--- config.mk ---
export PLATFORM = sky130hd
export DESIGN_NAME = uart_tx_flat
export DESIGN_NICKNAME = d
export VERILOG_FILES = /design/src/rtl/uart_pkg.sv /design/src/rtl/uart_tx_if.sv /design/src/rtl/sync_fifo.sv /design/src/rtl/uart_tx.sv /design/src/flat_wrapper.sv
export SDC_FILE = /design/constraint.sdc
export NUM_CORES = 1
export LEC_CHECK = 0
export CORE_MARGIN = 2
export CORE_UTILIZATION = 35
export CTS_BUF_LIST = sky130_fd_sc_hd__clkbuf_8 sky130_fd_sc_hd__clkbuf_16
export DETAILED_ROUTE_END_ITERATION = 8
export GPL_ROUTABILITY_DRIVEN = 0
export PLACE_DENSITY_LB_ADDON = 0.1
export SLEW_MARGIN = 10
export SYNTH_ARGS = -nofsm -noshare
export SYNTH_HDL_FRONTEND = slang
export SYNTH_SLANG_ARGS = --single-unit
--- constraint.sdc ---
create_clock -name clk -period 3.1 [get_ports clk]
set_clock_uncertainty 0.1 [all_clocks]
set_input_delay 0.31 -clock clk [delete_from_list [all_inputs] [get_ports clk]]
set_output_delay 0.31 -clock clk [all_outputs]
set_load 0.01 [all_outputs]
--- src/rtl/uart_pkg.sv ---
// uart_pkg: shared types and defaults for the buffered UART transmitter.
//   tx_state_e           - transmitter FSM states
//   DEFAULT_CLKS_PER_BIT - 100 MHz / 115200 baud
//   DEFAULT_FIFO_DEPTH   - byte entries in the transmit FIFO
//   DATA_BITS            - payload bits per 8N1 frame
// Bus addresses (UART_ADDR, HC_ADDR) stay in define.vh.
package uart_pkg;

  typedef enum logic [1:0] {
    IDLE  = 2'd0,
    START = 2'd1,
    DATA  = 2'd2,
    STOP  = 2'd3
  } tx_state_e;

  localparam int DEFAULT_CLKS_PER_BIT = 868;
  localparam int DEFAULT_FIFO_DEPTH   = 16;
  localparam int DATA_BITS            = 8;

endpackage

--- src/rtl/uart_tx_if.sv ---
// uart_tx_if: byte push bus from the data-memory stage to the UART.
//   uart_data          - byte to transmit
//   uart_write_enablen - active-low push strobe, one byte per low cycle
// master = memory stage (producer), slave = uart_tx (consumer).
interface uart_tx_if;
  import uart_pkg::*;

  logic [DATA_BITS-1:0] uart_data;
  logic                 uart_write_enablen;

  modport master (output uart_data, output uart_write_enablen);
  modport slave  (input  uart_data, input  uart_write_enablen);

endinterface

--- src/rtl/sync_fifo.sv ---
// sync_fifo: single-clock first-word-fall-through FIFO.
//   clk, rstn - clock, async active-low reset (contents discarded)
//   push      - write wdata when not full (full judged on pre-edge count)
//   pop       - advance read pointer when not empty
//   wdata     - write data
//   rdata     - head entry, valid whenever empty is low
//   full      - registered, count == DEPTH
//   empty     - registered, count == 0
// DEPTH must be a power of two so the pointers wrap for free.
module sync_fifo #(
  parameter int WIDTH = 8,
  parameter int DEPTH = 16
) (
  input  logic             clk,
  input  logic             rstn,
  input  logic             push,
  input  logic             pop,
  input  logic [WIDTH-1:0] wdata,
  output logic [WIDTH-1:0] rdata,
  output logic             full,
  output logic             empty
);

  localparam int AW = $clog2(DEPTH);
  localparam int CW = AW + 1;

  logic [WIDTH-1:0] mem [DEPTH];
  logic [AW-1:0]    wptr_q, rptr_q;
  logic [CW-1:0]    count_q, count_d;
  logic             full_q, empty_q;
  logic             wr_en, rd_en;

  // Gate on the registered flags so a same-cycle pop never makes room
  // for the push.
  assign wr_en = push & ~full_q;
  assign rd_en = pop  & ~empty_q;

  always_comb begin
    count_d = count_q;
    case ({wr_en, rd_en})
      2'b10:   count_d = count_q + CW'(1);
      2'b01:   count_d = count_q - CW'(1);
      default: count_d = count_q;
    endcase
  end

  always_ff @(posedge clk or negedge rstn) begin
    if (!rstn) begin
      wptr_q  <= '0;
      rptr_q  <= '0;
      count_q <= '0;
      full_q  <= 1'b0;
      empty_q <= 1'b1;
    end else begin
      if (wr_en) wptr_q <= wptr_q + AW'(1);
      if (rd_en) rptr_q <= rptr_q + AW'(1);
      count_q <= count_d;
      // Flags come from the next count so they are valid right after the edge.
      full_q  <= (count_d == CW'(DEPTH));
      empty_q <= (count_d == '0);
    end
  end

  // Storage needs no reset: the pointers define what is valid.
  always_ff @(posedge clk) begin
    if (wr_en) mem[wptr_q] <= wdata;
  end

  assign rdata = mem[rptr_q];
  assign full  = full_q;
  assign empty = empty_q;

endmodule

--- src/rtl/uart_tx.sv ---
// uart_tx: buffered 8N1 UART transmitter.
//   clk, rstn  - clock, async active-low reset (abandons frame, drops FIFO)
//   bus        - uart_tx_if.slave byte push bus
//   txd        - registered serial line, idle high
//   tx_busy    - frame in progress or FIFO non-empty
//   fifo_full  - FIFO holds FIFO_DEPTH bytes
//   fifo_empty - FIFO holds no bytes
//   drop_count - bytes rejected while full, saturating at 255
// The producer is never stalled; overflowing bytes are counted and lost.
module uart_tx
  import uart_pkg::*;
#(
  parameter int CLKS_PER_BIT = DEFAULT_CLKS_PER_BIT,
  parameter int FIFO_DEPTH   = DEFAULT_FIFO_DEPTH
) (
  input  logic        clk,
  input  logic        rstn,
  uart_tx_if.slave    bus,
  output logic        txd,
  output logic        tx_busy,
  output logic        fifo_full,
  output logic        fifo_empty,
  output logic [7:0]  drop_count
);

  localparam int BW = (CLKS_PER_BIT > 1) ? $clog2(CLKS_PER_BIT) : 1;
  localparam logic [BW-1:0] BAUD_LAST = BW'(CLKS_PER_BIT - 1);

  tx_state_e            state_q, state_d;
  logic [BW-1:0]        baud_q, baud_d;
  logic [2:0]           idx_q, idx_d;
  logic [DATA_BITS-1:0] sh_q, sh_d;
  logic                 txd_q, txd_d;
  logic [7:0]           drop_q;
  logic                 push, pop;
  logic [DATA_BITS-1:0] fifo_rdata;
  logic                 baud_end;

  assign push = ~bus.uart_write_enablen;

  sync_fifo #(
    .WIDTH (DATA_BITS),
    .DEPTH (FIFO_DEPTH)
  ) u_fifo (
    .clk   (clk),
    .rstn  (rstn),
    .push  (push),
    .pop   (pop),
    .wdata (bus.uart_data),
    .rdata (fifo_rdata),
    .full  (fifo_full),
    .empty (fifo_empty)
  );

  assign baud_end = (baud_q == BAUD_LAST);

  always_comb begin
    state_d = state_q;
    baud_d  = baud_q;
    idx_d   = idx_q;
    sh_d    = sh_q;
    pop     = 1'b0;
    txd_d   = 1'b1;

    case (state_q)
      IDLE: begin
        if (!fifo_empty) begin
          pop     = 1'b1;
          sh_d    = fifo_rdata;
          baud_d  = '0;
          state_d = START;
        end
      end
      START: begin
        if (baud_end) begin
          baud_d  = '0;
          idx_d   = '0;
          state_d = DATA;
        end else begin
          baud_d  = baud_q + BW'(1);
        end
      end
      DATA: begin
        if (baud_end) begin
          baud_d = '0;
          sh_d   = sh_q >> 1;
          if (idx_q == 3'd7) state_d = STOP;
          else               idx_d   = idx_q + 3'd1;
        end else begin
          baud_d = baud_q + BW'(1);
        end
      end
      STOP: begin
        if (baud_end) begin
          baud_d = '0;
          // Chain straight into the next frame so bursts have no idle gap.
          if (!fifo_empty) begin
            pop     = 1'b1;
            sh_d    = fifo_rdata;
            state_d = START;
          end else begin
            state_d = IDLE;
          end
        end else begin
          baud_d = baud_q + BW'(1);
        end
      end
      default: state_d = IDLE;
    endcase

    // Line level is decided from the next state and registered, so txd
    // never glitches through decode logic.
    case (state_d)
      START:   txd_d = 1'b0;
      DATA:    txd_d = sh_d[0];
      default: txd_d = 1'b1;
    endcase
  end

  always_ff @(posedge clk or negedge rstn) begin
    if (!rstn) begin
      state_q <= IDLE;
      baud_q  <= '0;
      idx_q   <= '0;
      sh_q    <= '0;
      txd_q   <= 1'b1;
    end else begin
      state_q <= state_d;
      baud_q  <= baud_d;
      idx_q   <= idx_d;
      sh_q    <= sh_d;
      txd_q   <= txd_d;
    end
  end

  // Drops are judged against the registered full flag, matching the FIFO.
  always_ff @(posedge clk or negedge rstn) begin
    if (!rstn)                                drop_q <= '0;
    else if (push && fifo_full && drop_q != 8'hFF) drop_q <= drop_q + 8'd1;
  end

  assign txd        = txd_q;
  assign tx_busy    = (state_q != IDLE) | ~fifo_empty;
  assign drop_count = drop_q;

endmodule

--- src/flat_wrapper.sv ---
// flat-port wrapper written by rule: the top's interface ports become plain ports
module uart_tx_flat import uart_pkg::*;
#(
  parameter int CLKS_PER_BIT = DEFAULT_CLKS_PER_BIT,
  parameter int FIFO_DEPTH   = DEFAULT_FIFO_DEPTH
)
  (clk, rstn, txd, tx_busy, fifo_full, fifo_empty, drop_count, bus_uart_data, bus_uart_write_enablen);
  uart_tx_if bus_i ();
  input  logic clk;
  input  logic rstn;
  output logic txd;
  output logic tx_busy;
  output logic fifo_full;
  output logic fifo_empty;
  output logic [7:0] drop_count;
  input wire logic [$bits(bus_i.uart_data)-1:0] bus_uart_data;
  input wire logic [$bits(bus_i.uart_write_enablen)-1:0] bus_uart_write_enablen;
  assign bus_i.uart_data = bus_uart_data;
  assign bus_i.uart_write_enablen = bus_uart_write_enablen;
  uart_tx #(.CLKS_PER_BIT(CLKS_PER_BIT), .FIFO_DEPTH(FIFO_DEPTH)) u_core (.clk(clk), .rstn(rstn), .bus(bus_i), .txd(txd), .tx_busy(tx_busy), .fifo_full(fifo_full), .fifo_empty(fifo_empty), .drop_count(drop_count));
endmodule
# After elaboration in Yosys (flattened, before gate mapping)
# Memories as Yosys holds them, arrays and structs flattened.
# Cells that the tools add are included.
[totals] ram_bits=128 reg_bits=47 wordCells=77 input_bits=11 mem_count=1
[memory_table] memory="u_core.u_fifo.mem" words=16 word_bits=8 rd=1 rd_clocked_by_memory_dff=0 wr=1 line_no="sync_fifo.sv:27" rtl="logic [WIDTH-1:0] mem [DEPTH];"
[classes] muxes=25 addsub=7 bitwise_logic=6 n_reduce_logical=10 n_eq_ne=16
[op_table] operator="2-to-1 mux 8 bit" n=3
[op_table] operator="one-hot mux 8 bit (3 select lines)" n=1
[op_table] operator="2-to-1 mux 10 bit" n=2
[op_table] operator="one-hot mux 10 bit (2 select lines)" n=1
[op_table] operator="adder 10 x 1 -> 10 bit (second input constant)" n=1
[op_table] operator="== test 10 bit (second input constant)" n=1
[op_table] operator="2-to-1 mux 2 bit" n=5
[op_table] operator="one-hot mux 5 bit (2 select lines)" n=1
[op_table] operator="2-to-1 mux 3 bit" n=3
[op_table] operator="adder 4 x 1 -> 4 bit (second input constant)" n=2
[op_table] operator="adder 8 x 1 -> 8 bit (second input constant)" n=1
[op_table] operator="== test 2 bit (second input constant)" n=4
[op_table] operator="!= test 8 bit (second input constant)" n=1
[op_table] operator="one-hot mux 2 bit (4 select lines)" n=1
[op_table] operator="== test 2 x 1 -> 1 bit (second input constant)" n=3
[op_table] operator="!= test 2 x 1 -> 1 bit (second input constant)" n=3
[op_table] operator="one-hot mux 3 bit (2 select lines)" n=1
[op_table] operator="adder 5 x 1 -> 5 bit (second input constant)" n=1
[op_table] operator="== test 5 bit (second input constant)" n=1
[op_table] operator="logical NOT 5 bit" n=1
[op_table] operator="2-to-1 mux 1 bit" n=5
[op_table] operator="subtractor 5 x 1 -> 5 bit (second input constant)" n=1
[op_table] operator="!= test 2 bit (second input constant)" n=2
[op_table] operator="one-hot mux 1 bit (2 select lines)" n=2
[op_table] operator="12 further kinds" n=17

# Logic depth before layout (Yosys ltp)
[logic_depth] ltp_word=7 mapped_depth=13 mapped_depth_nobuf=12

# By module
# A second synthesis with hierarchy kept.
[hier_totals] cells_unflattened=458 hier_area_um2=7637.3
[by_module_without_submodules] module="sync_fifo" seq_area_each_um2=4220.3 area_per_inst_um2=5761.8 n_inst=1 cells_per_inst=276
[by_module_without_submodules] module="uart_tx" seq_area_each_um2=802.0 area_per_inst_um2=1875.5 n_inst=1 cells_per_inst=182

# Worst setup path after synthesis
# OpenSTA, ideal clock, no wires.
[synth_path] kind="flip-flop to flip-flop" startpoint="register u_core.baud_q[0]" endpoint="register u_core.u_fifo.empty_q, in the netlist u_core.u_fifo.empty" synth_period_minus_slack_ns=3.373 path_slack_ns=-0.273 arrival_ns=3.195 t_required_ns=2.922 stages_incl_launch_ff=13 path_cell_list="dfrtp_1 -> ha_1 -> nor4b_4 -> a41oi_1 -> nor3_1 -> ha_1 -> inv_1 -> fa_1 -> nor2b_1 -> o21ai_0 -> and3_1 -> or4_1 -> and3b_1"
[synth_via] elab_chain_len=7 elab_cells_between_ends=8 classes_between="eq/ne (3); mux (3); bitwise (1); reduce/logical (1)"
[synth_lines] item="start, declared" line_no="uart_tx.sv:30" rtl="logic [BW-1:0] baud_q, baud_d;"
[synth_lines] item="start signal, assigned" line_no="uart_tx.sv:129" rtl="baud_q <= baud_d;"
[synth_lines] item="== test 10 bit (*)" line_no="uart_tx.sv:55" rtl="assign baud_end = (baud_q == BAUD_LAST);"
[synth_lines] item="2-to-1 mux 1 bit (*)" line_no="uart_tx.sv:94" rtl="if (baud_end) begin"
[synth_lines] item="one-hot mux 1 bit (2 select lines) (*)" line_no="uart_tx.sv:65" rtl="case (state_q)"
[synth_lines] item="AND 1 bit (*)" line_no="sync_fifo.sv:36" rtl="assign rd_en = pop & ~empty_q;"
[synth_lines] item="via u_core.u_fifo.rd_en" line_no="sync_fifo.sv:31" rtl="logic wr_en, rd_en;"
[synth_lines] item="== test 2 x 1 -> 1 bit / == test 2 bit (equally long branches)" line_no="sync_fifo.sv:40" rtl="case ({wr_en, rd_en})"
[synth_lines] item="one-hot mux 5 bit (2 select lines) (*)" line_no="sync_fifo.sv:40"
[synth_lines] item="logical NOT 5 bit (*)" line_no="sync_fifo.sv:60" rtl="empty_q <= (count_d == '0);"
[synth_lines] item="end signal, assigned" line_no="sync_fifo.sv:60"
[synth_lines] item="end, declared" line_no="sync_fifo.sv:30" rtl="logic full_q, empty_q;"
# Mark *: on every way through the listed nets, which the timed path passes. The rest lies on a longest branch.
# A chain may end at the register's enable or synchronous reset.

# Worst setup path after layout
# Ends and elaborated chain as after synthesis.

==> impl_metrics.tcl <==
set metrics [dict create \
    hpwl_um 10700 \
    power_mw 7.64 \
    postRouteWirelength_um 15900 \
    ant_nets 0 \
    cap_violations 0 \
    finalCritPeriodShare_pct 96.5 \
    io_buffers 22 \
    async_flop_share_pct 26.9 \
    drive_gt1_share_pct 22.8 \
    drtPass1Iterations 4 \
    worst_path_max_delay_cell "or4_4" \
    viasPerCell 5.15 \
    yosys.area_share.simple_pct 7.16 \
    grt_pass1_wl_um 25400 \
    nFillCells 1916 \
    fmax_mhz 334 \
    synth-edff-count 128 \
    nets 570 \
    drtIter0Drc 178 \
    cts_tree "done" \
    clock_latency_ns 0.43 \
    ir_worst_vdd_v 0.000447 \
    reg2reg_depth 12 \
    mostFrequentLayoutCells "128 x edfxtp_1, 44 x dfrtp_1, 42 x buf_4, 35 x mux4_2, 32 x nand2_1" \
    die_w_um 151 \
    startpoint_type "flip-flop" \
    seq_area_frac_synth_pct 66.6 \
    worst_ep_required_time_ns 3.35 \
    synth_top_family_by_area "multiplexers" \
    synth-adder-area-share_pct 3.42 \
    grt_pass1_vias 4360 \
    syn_area_um2 7550 \
    grt_max_degree 32 \
    worst_pin_slew_ns 0.732 \
    relSlewSlack_pct 51.2 \
    ys.flop_type "edfxtp_1" \
    wl_per_cell_um 19.3 \
    crit_path_frequent_cell "ha_2" \
    ys_warn_count 0 \
    cts-htree-levels 4 \
    io_pins 23 \
    crit_chain "ha_2 -> nor4b_4 -> a41oi_2 -> nor3_2 -> ha_2 -> inv_2 -> fa_2 -> nor2b_1 -> o21ai_1 -> and3_1 -> or4_4 -> and3b_1" \
    cts_buffers 17 \
    rows 53 \
    die-area_um2 22800 \
    slowest_delay_ns 0.42 \
    status "finished clean" \
    stdcell_area_um2 8960 \
    ff2ff_setup_slack_ns 0.11 \
    dp_slack_ns -0.00133 \
    drc 0 \
    layout_commonest_cell "edfxtp_1" \
    fin_crit_ns 2.99 \
    synth.area.mux_share_pct 12.3 \
    hold_viol_final 0 \
    path_clk_slew_ns 0.07 \
    start_util_pct 35.8 \
    antenna_found_initial 0 \
    synth-compound-area-share_pct 6.50 \
    worstSetupPathType "reg -> reg" \
    cp_top_family "simple AND/OR/NAND/NOR gates" \
    rsz0062_at_grt "yes" \
    antenna_cells 0 \
    grt-ovfl-total 0 \
    grt_usage_pct 15.2 \
    die_height_um 151 \
    cp_max_fo 4 \
    dpl-instance-area_um2 8350 \
    power_density_nw_per_um2 853 \
    avgSynthCellArea_um2 15.9 \
    clock_path_buffers 2 \
    area_delta_synth_final_pct 18.7 \
    finalWorstSetupSlack_ns 0.110 \
    clock_sinks 175 \
    worst-path-buf-inv 1 \
    synth_seq_cells 175 \
    setup_violations 0 \
    multi_input_area_um2 2400 \
    p_leak_nw 3.27 \
    via_count 4256 \
    synth_cell_types 54 \
    drv_slew 0 \
    end_kind "flip-flop" \
    seqCellArea_um2 5020 \
    path_depth 12 \
    fp.coreArea_um2 21100 \
    worstPathArrival_ns 3.24 \
    syn_nets 506 \
    synth-xor-area-share_pct 2.09 \
    root_buffer "clkbuf_16" \
    syn_inst 475 \
    hold_class "in -> async" \
]
[layer usage]
layer	global-route usage, %	vias up	share of wire [%]
met3	3.28	7	2.8
met2	24.7	55	49
met1	21.3	2218	47
met4	3.36	0	0.72
li1	-	1976	-
met5	0	-	0
[Yosys cell counts (all sizes together) (2+ instances only)]
master	count	share of area (%)
o32ai	2	0.23
and3	6	0.50
and2	2	0.17
dfrtp	45	15
mux2i	12	1.6
nor2	24	1.2
nand4	5	0.41
a31oi	2	0.17
nand3	6	0.40
edfxtp	128	51
dfstp	2	0.70
a22o	4	0.46
nand2b	6	0.50
xnor2	10	1.2
a211oi	4	0.40
xor2	8	0.93
a41oi	6	0.70
a21oi	6	0.40
inv	15	0.75
o221ai	2	0.23
and3b	2	0.23
mux4	35	10
mux2	2	0.30
o21ai	24	1.6
nand2	32	1.6
buf	9	0.60
nor2b	2	0.17
a22oi	5	0.50
o31ai	7	0.70
clkbuf	12	0.60
nor3	13	1.0
ha	19	3.2
[worst reg2reg max path: stages, from the launching register on]
cell and delay [ns]:
dfrtp_1 0.36, ha_2 0.19, nor4b_4 0.24, a41oi_2 0.19, nor3_2 0.20, ha_2 0.25
inv_2 0.06, fa_2 0.37, nor2b_1 0.12, o21ai_1 0.08, and3_1 0.16, or4_4 0.42
and3b_1 0.18
[state kept, by name (all words and copies together), names as in the netlist]
register / cells
u_core.u_fifo.rptr_q: 4
u_core.drop_count: 8
u_core.idx_q: 3
u_core.u_fifo.count_q: 5
u_core.u_fifo.wptr_q: 4
u_core.baud_q: 10
u_core.sh_q: 8
u_core.txd: 1
u_core.u_fifo.full: 1
u_core.u_fifo.mem: 128
u_core.u_fifo.empty: 1
u_core.state_q: 2
[final timing paths]
kind                                 startpoint              endpoint
max in group asynchronous                  rstn            u_core.txd
max reg2reg                    u_core.baud_q[0]   u_core.u_fifo.empty
min in group clk           u_core.drop_count[5]  u_core.drop_count[5]
max                            u_core.baud_q[0]   u_core.u_fifo.empty
min reg2reg                u_core.drop_count[5]  u_core.drop_count[5]
min                                        rstn  u_core.drop_count[0]
[power by group]
| group | total (mW) | internal (mW) | switching (mW) |
|---|---|---|---|
| Sequential | 3.20 | 2.90 | 0.300 |
| Clock | 2.06 | 1.07 | 0.992 |
| Combinational | 2.38 | 1.18 | 1.21 |
[kinds of logic after synthesis]
group	after synthesis
compound gates	72
flops	175
fa+ha+maj	20
simple gates	105
xor+xnor	18
mux	49
buf+inv	36
[timing repair]
action,in CTS,in global routing
endpoints found under the hold margin,16,0
pin swaps,1,0
resized for setup,0,0
setup endpoints to repair,2,3
buffers inserted,0,4
hold buffers,1,0
[area by class of cell]
cell class	count	share of cell area, %
Timing Repair Buffer	66	6.26
Clock inverter	15	1.65
Tap cell	275	3.84
Clock buffer	17	4.75
Sequential cell	175	56.1
Multi-Input combinational cell	264	26.8
Inverter	15	0.628
[stage by stage]
step	utilization, %	setup TNS, ns	std cells	hold slack (ns)
finish	42.5	0	827	0.248
CTS	42.3	0	823	0.246
detailed placement	39.6	-0.00133	790	0.169
floorplan	-	-0.0298	475	-0.0856
global placement	39.6	0	790	0.160
global route	42.5	-0.181	827	0.268
Power figures use the tool's default switching activity.
